File: src/rtl/chip8_keypad_scan.sv
// 4x4 CHIP-8 hex keypad scanner: per-key debounce, with keys_out indexed by hex value and a key-press event.
// Latency: keys_out and key_code change on the UPDATE edge. A scan period is 4*(SETTLE_CYCLES+1)+1 clocks.
// No backpressure. Optional ghost rejection is enabled with `define KEYPAD_GHOST_REJECT_EN.
module chip8_keypad_scan #(
    parameter int SETTLE_CYCLES  = 16,
    parameter int DEBOUNCE_SCANS = 4
) (
    input  logic        clock,
    input  logic        reset,
    input  logic [3:0]  col_in,
    output logic [3:0]  row_out,
    output logic [15:0] keys_out,
    output logic        key_event,
    output logic [3:0]  key_code
);

    typedef enum logic [1:0] {SETTLE, SAMPLE, UPDATE} state_t;

    localparam logic [7:0] SETTLE_LAST = 8'(SETTLE_CYCLES - 1);
    localparam logic [3:0] DEB_LAST    = 4'(DEBOUNCE_SCANS - 1);

    state_t      state, state_nxt;
    logic [7:0]  settle_cnt;
    logic [1:0]  row_idx;
    logic [3:0]  col_meta, col_sync;
    logic [15:0] raw;
    logic [15:0] raw_hex;
    logic [3:0]  deb_cnt     [16];
    logic [3:0]  deb_cnt_nxt [16];
    logic [15:0] stable_nxt;
    logic [15:0] new_press;
    logic [3:0]  press_code;
    logic        ghost;

    // raw is stored in matrix order (row*4+col); re-order it into hex order.
    assign raw_hex = {raw[15], raw[11], raw[7], raw[3], raw[14], raw[12], raw[10], raw[9],
                      raw[8],  raw[6],  raw[5], raw[4], raw[2],  raw[1],  raw[0],  raw[13]};

`ifdef KEYPAD_GHOST_REJECT_EN
    assign ghost = ($countones(raw) >= 3);
`else
    assign ghost = 1'b0;
`endif

    always_ff @(posedge clock or negedge reset) begin
        if (!reset) begin
            col_meta <= '0;
            col_sync <= '0;
        end else begin
            col_meta <= col_in;
            col_sync <= col_meta;
        end
    end

    always_ff @(posedge clock or negedge reset) begin
        if (!reset) state <= SETTLE;
        else        state <= state_nxt;
    end

    always_comb begin
        state_nxt = state;
        case (state)
            SETTLE:  if (settle_cnt == SETTLE_LAST) state_nxt = SAMPLE;
            SAMPLE:  state_nxt = (row_idx == 2'd3) ? UPDATE : SETTLE;
            UPDATE:  state_nxt = SETTLE;
            default: state_nxt = SETTLE;
        endcase
    end

    // The async reset gates the row drive so the matrix is idle while held in reset.
    always_comb begin
        row_out = 4'b1111;
        if (reset && (state != UPDATE)) row_out = ~(4'b0001 << row_idx);
    end

    always_comb begin
        stable_nxt = keys_out;
        for (int n = 0; n < 16; n++) begin
            deb_cnt_nxt[n] = deb_cnt[n];
            if (raw_hex[n] == keys_out[n]) begin
                deb_cnt_nxt[n] = 4'd0;
            end else if (deb_cnt[n] == DEB_LAST) begin
                stable_nxt[n]  = ~keys_out[n];
                deb_cnt_nxt[n] = 4'd0;
            end else begin
                deb_cnt_nxt[n] = deb_cnt[n] + 4'd1;
            end
        end
    end

    assign new_press = stable_nxt & ~keys_out;

    always_comb begin
        press_code = 4'd0;
        for (int n = 15; n >= 0; n--) begin
            if (new_press[n]) press_code = 4'(n);
        end
    end

    always_ff @(posedge clock or negedge reset) begin
        if (!reset) begin
            settle_cnt <= '0;
            row_idx    <= '0;
            raw        <= '0;
            keys_out   <= '0;
            key_event  <= 1'b0;
            key_code   <= '0;
            for (int n = 0; n < 16; n++) deb_cnt[n] <= '0;
        end else begin
            key_event <= 1'b0;
            case (state)
                SETTLE: settle_cnt <= (settle_cnt == SETTLE_LAST) ? 8'd0 : settle_cnt + 8'd1;
                SAMPLE: begin
                    raw[{row_idx, 2'b00} +: 4] <= ~col_sync;
                    // Wraps 3 -> 0 so the row index is already back at row 0 for UPDATE.
                    row_idx <= row_idx + 2'd1;
                end
                UPDATE: begin
                    if (!ghost) begin
                        for (int n = 0; n < 16; n++) deb_cnt[n] <= deb_cnt_nxt[n];
                        keys_out  <= stable_nxt;
                        key_event <= |new_press;
                        if (|new_press) key_code <= press_code;
                    end
                end
                default: ;
            endcase
        end
    end

endmodule

File: config.mk
export PLATFORM = sky130hd
export DESIGN_NAME = chip8_keypad_scan
export DESIGN_NICKNAME = d
export VERILOG_FILES = /design/src/rtl/chip8_keypad_scan.sv
export SDC_FILE = /design/constraint.sdc
export NUM_CORES = 1
export LEC_CHECK = 0
export CORE_ASPECT_RATIO = 0.7
export CORE_MARGIN = 4
export CORE_UTILIZATION = 30
export DETAILED_ROUTE_END_ITERATION = 10
export PLACE_DENSITY = 0.53
export REMOVE_ABC_BUFFERS = 1
export SETUP_SLACK_MARGIN = 0.15
export SLEW_MARGIN = 20
export SYNTH_ARGS = -nofsm -noshare
export SYNTH_HDL_FRONTEND = slang
export SYNTH_SLANG_ARGS = --single-unit
File: constraint.sdc
create_clock -name clock -period 3.7 [get_ports clock]
set_input_delay 0.555 -clock clock [delete_from_list [all_inputs] [get_ports clock]]
set_output_delay 0.555 -clock clock [all_outputs]
set_load 0.005 [all_outputs]
# Word level (Yosys, flattened, before mapping)
# Index checks and enable logic that the tools add are counted.
# Widths: inputs -> output; s select.
[op_classes]
eq_ne = 38
n_reduce_logical = 4
n_addsub = 19
shift = 3
bitwise_logic = 20
n_mux = 87
[op_table]
columns = ["operator", "n"]
rows = [
  ["$mux 4", 49],
  ["$add 4x1->4 const B", 16],
  ["$eq 4x2->1 const B", 16],
  ["$mux 1", 33],
  ["$and 16x16->16", 1],
  ["$bwmux 16", 1],
  ["$eq 1x1->1", 16],
  ["$not 1->1", 16],
  ["$not 16->16", 1],
  ["$reduce_or 16->1", 1],
  ["$shift 4x6->16 const A", 1],
  ["$shiftx 4x6->16", 1],
  ["$add 8x1->8 const B", 1],
  ["$eq 8x4->1 const B", 1],
  ["$mux 8", 1],
  ["$not 4->4", 2],
  ["$neg 4->6", 1],
  ["$eq 2x2->1 const B", 2],
  ["$mux 2", 2],
  ["$ne 2x2->1 const B", 2],
  ["$pmux 2 s2", 1],
  ["$shl 1x2->4 const A", 1],
  ["$add 2x1->2 const B", 1],
  ["$eq 2x1->1 const B", 1],
  ["other kinds (3)", 3],
]
[totals]
regBits = 121
in_bits = 6
output_inout_bits = 25

# Logic depth before layout (Yosys ltp)
[depth]
word_depth = 20
mapped_depth = 7
ltp_nobuf = 7

# Worst setup path after synthesis
# Ideal clock, no wire load.
[synth_timing]
path_kind = "reg2reg"
from = "register deb_cnt[8] (netlist bit)"
to = "register key_code[1]"
stages_incl_launch_ff = 8
period_less_slack_ps = 1881
path_slack_ps = 1819
t_arrival_ps = 1756
cell_sequence = "dfrtp_1 ha_1 nor3b_2 a32oi_2 nand4_2 nor3_4 nor2_4 mux2_4"
[synth_via]
elab_chain_len = 18
elab_cells_between_ends = 20
[synth_lines]
columns = ["element", "line", "rtl"]
rows = [
  ["start, declared", "28", "logic [3:0] deb_cnt [16];"],
  ["$eq 4x2->1 (*)", "82", "end else if (deb_cnt[n] == DEB_LAST) begin"],
  ["$mux 1 (*)", "82", ""],
  ["$mux 1 (*)", "80", "if (raw_hex[n] == keys_out[n]) begin"],
  ["$and 16x16->16 (*)", "91", "assign new_press = stable_nxt & ~keys_out;"],
  ["$mux 4 (14 in series)", "96", "if (new_press[n]) press_code = 4'(n);"],
  ["end signal, assigned", "123", "if (|new_press) key_code <= press_code;"],
  ["end, declared", "14", "output logic [3:0] key_code"],
]
# Every way passes the cells marked *; elsewhere a longest branch is shown, timed or not.
# A chain may end at the register's enable or synchronous reset.

# Worst setup path in the final report
[layout_timing]
from = "register row_idx[0]"
to = "output row_out[0]"
[layout_via]
elab_chain_len = 3
[layout_lines]
columns = ["element", "line", "rtl"]
rows = [
  ["start, declared", "24", "logic [1:0] row_idx;"],
  ["start signal, assigned", "116", "row_idx <= row_idx + 2'd1;"],
  ["$shl 1x2->4", "73", "if (reset && (state != UPDATE)) row_out = ~(4'b0001 << row_idx);"],
  ["$not 4->4", "73", ""],
  ["$mux 4", "73", ""],
  ["end, declared", "11", "output logic [3:0] row_out,"],
]
# Every way passes these cells.

==> flow_summary.json <==
{
  "run_status": "finished, final reports clean",
  "endpoint_kind": "output port",
  "crit_fanout": 14,
  "grt_pass1_vias": 4541,
  "rrSetupSlack_ns": 1.58,
  "initial_utilization_pct": 31.1,
  "netlist_area_mm2": 0.00600,
  "tightest_slew_ns": 0.805,
  "synth_ff_type": "dfrtp_1",
  "seq_area_frac_synth_pct": 50.5,
  "rsz0062_at_grt": "false",
  "tns_ns": 0,
  "regToRegStartpoint": "deb_cnt[4]",
  "worst_hold_slack_ns": 0.350,
  "final_area_mm2": 0.00725,
  "routed_wl_um": 13500,
  "n_antenna_cell": 0,
  "die_width_um": 177,
  "antenna_found_initial": 0,
  "io-pin-count": 31,
  "critPathKind": "reg2out",
  "r2r_cells": 7,
  "dieArea_mm2": 0.0224,
  "grt_first_pass_wirelength_um": 23300,
  "portBuffers": 30,
  "finalCriticalPeriod_ns": 2.69,
  "maxSlewHeadroom_pct": 46.3,
  "vias_per_cell": 4.91,
  "ir_worst_vdd_mv": 0.272,
  "fp-row-count": 42,
  "grt_max_degree": 65,
  "yosysWarnings": 0,
  "cts_resized": 0,
  "drt_iter0_drc": 380,
  "track_usage_pct": 12.8,
  "htreeDepth": 4,
  "overflow": 0,
  "cellLeakagePower_nw": 3.29,
  "clock_path_buffers": 2,
  "hpwl_um": 9380,
  "synth-seq-cells": 121,
  "whs_path_depth": 0,
  "nets": 661,
  "ys_types": 49,
  "core_area_mm2": 0.0193,
  "clk_pin_slew_ns": 0.06,
  "async_flop_share_pct": 100,
  "wire_per_inst_um": 14.8,
  "cts_num_sinks": 121,
  "netlist_instances": 595,
  "hold_end": "col_sync[1]",
  "die_y_um": 126,
  "placed_area_mm2": 0.00660,
  "synth_largest_area_cell": "dfrtp_1",
  "cts_buffers": 17,
  "arrival_ns": 2.13,
  "gp_congestion": 0.777,
  "wl_met3_um": 467,
  "fin_crit_sh_pct": 72.7,
  "critPathRequiredTime_ns": 3.14,
  "drc": 0,
  "antenna_left": 0,
  "setup_viol": 0,
  "worstSkewPairLatency_ns": 0.41,
  "hp-class": "reg2reg",
  "dr.pass1.iters": 5,
  "clock_skew_ns": 0.0178,
  "fmax_mhz": 372,
  "pwr_density_cell_mw_per_mm2": 444,
  "met2_length_um": 5800,
  "routedLengthMet1_um": 7170,
  "vias": 4460,
  "cts_tree": "done",
  "top_layer_used": "met4",
  "slew_violations": 0,
  "hold_viol": 0,
  "maxCapViolCount": 0,
  "r2r_end": "key_code[1]",
  "hold_path.startpoint": "col_meta[1]",
  "drive_above_1_share_pct": 11.8,
  "synth_edf_count": 0,
  "cts_root_buf": "clkbuf_16",
  "syn2layout_area_growth_pct": 20.9,
  "startpoint_type": "flop",
  "synth_area_leaders": "dfrtp_1, nand2_1, ha_1",
  "syn_area_per_cell_um2": 10.1,
  "netlist.area_leader.share_pct": 50.5
}
==> worst max path at each step <==
stage	slack, ns	start	to
final	1.01	row_idx[0]	row_out[0]
after global routing	0.85	row_idx[0]	row_out[0]
after CTS	0.99	row_idx[0]	row_out[0]
after detailed placement	1.45	row_idx[0]	row_out[0]
after global placement	1.48	row_idx[0]	row_out[0]
after floorplan	0.61	state[0]	deb_cnt[11]
==> state kept, by name (all words and copies together), names as in the netlist <==
signal and flops:
deb_cnt 64, col_sync 4, col_meta 4, keys_out 16, row_idx 2, state 2
raw 16, key_event 1, key_code 4, settle_cnt 8
==> what timing repair did <==
action,CTS,global route
hold buffers,1,0
setup buffers,0,0
endpoints found under the hold margin,1,0
==> layer usage <==
layer	up-vias	GRT usage (%)
li1	2167	-
met5	-	0
met1	2213	19.0
met4	0	3.00
met2	74	18.9
met3	6	3.03
==> cells in the mapped netlist, types with 9 or more instances <==
cell	number
nand2_1	124
dfrtp_1	121
o21ai_0	40
nor2_1	38
nand3_1	25
ha_1	22
xnor2_1	21
xor2_1	21
mux2_2	16
inv_1	12
o41ai_1	11
a21oi_1	10
a31oi_1	10
nand2b_1	10
nor2b_1	10
nand4_1	9
==> power breakdown <==
part / switching [mW] / internal, mW
Sequential: 0.0110 / 1.33
Combinational: 0.0369 / 0.0138
Clock: 0.628 / 1.20
==> cells in the final DEF, fill, tap and decap left out, types with 12 or more instances in the layout <==
cell type,instances
clkbuf_16,17
clkdlybuf4s50_1,29
dfrtp_1,121
ha_1,22
inv_1,12
mux2_2,16
nand2_1,124
nand3_1,25
nor2_1,38
o21ai_0,40
xnor2_1,21
xor2_1,21
==> metrics by stage <==
stage	util (%)	instances	worst slack (ns)	power [mW]
2_1_floorplan	-	579	0.606	1.38
3_3_place_gp	34.2	877	1.48	1.42
3_5_place_dp	34.2	877	1.45	1.42
4_1_cts	37.6	909	0.988	3.26
5_1_grt	37.6	909	0.847	3.33
6_report	37.6	909	1.01	3.22
==> critical path: stages (launching register included) <==
cell and delay (ns):
dfrtp_1 0.44, inv_1 0.18, ha_1 0.50, nand3_1 0.13
clkdlybuf4s50_1 0.47
==> final cells by class <==
cell class | count | area (µm²)
multi-input cells | 446 | 2870
well taps | 264 | 330
repair buffers | 35 | 338
clock buffers | 17 | 425
inverters | 12 | 45.0
flip-flops and latches | 121 | 3030
fillers | 1869 | 12000
clock inverters | 14 | 221
==> kinds of logic after synthesis <==
group	count (synthesis)	synth area share, %
AO/OA/AOI/OAI	98	11.5
multiplexers	17	3.25
XOR/XNOR	42	6.13
flip-flops	121	50.5
buffers and inverters	28	1.90
adder cells (fa/ha/maj)	22	4.59
AND/OR/NAND/NOR	267	22.2
(Power assumes the default switching activity.)
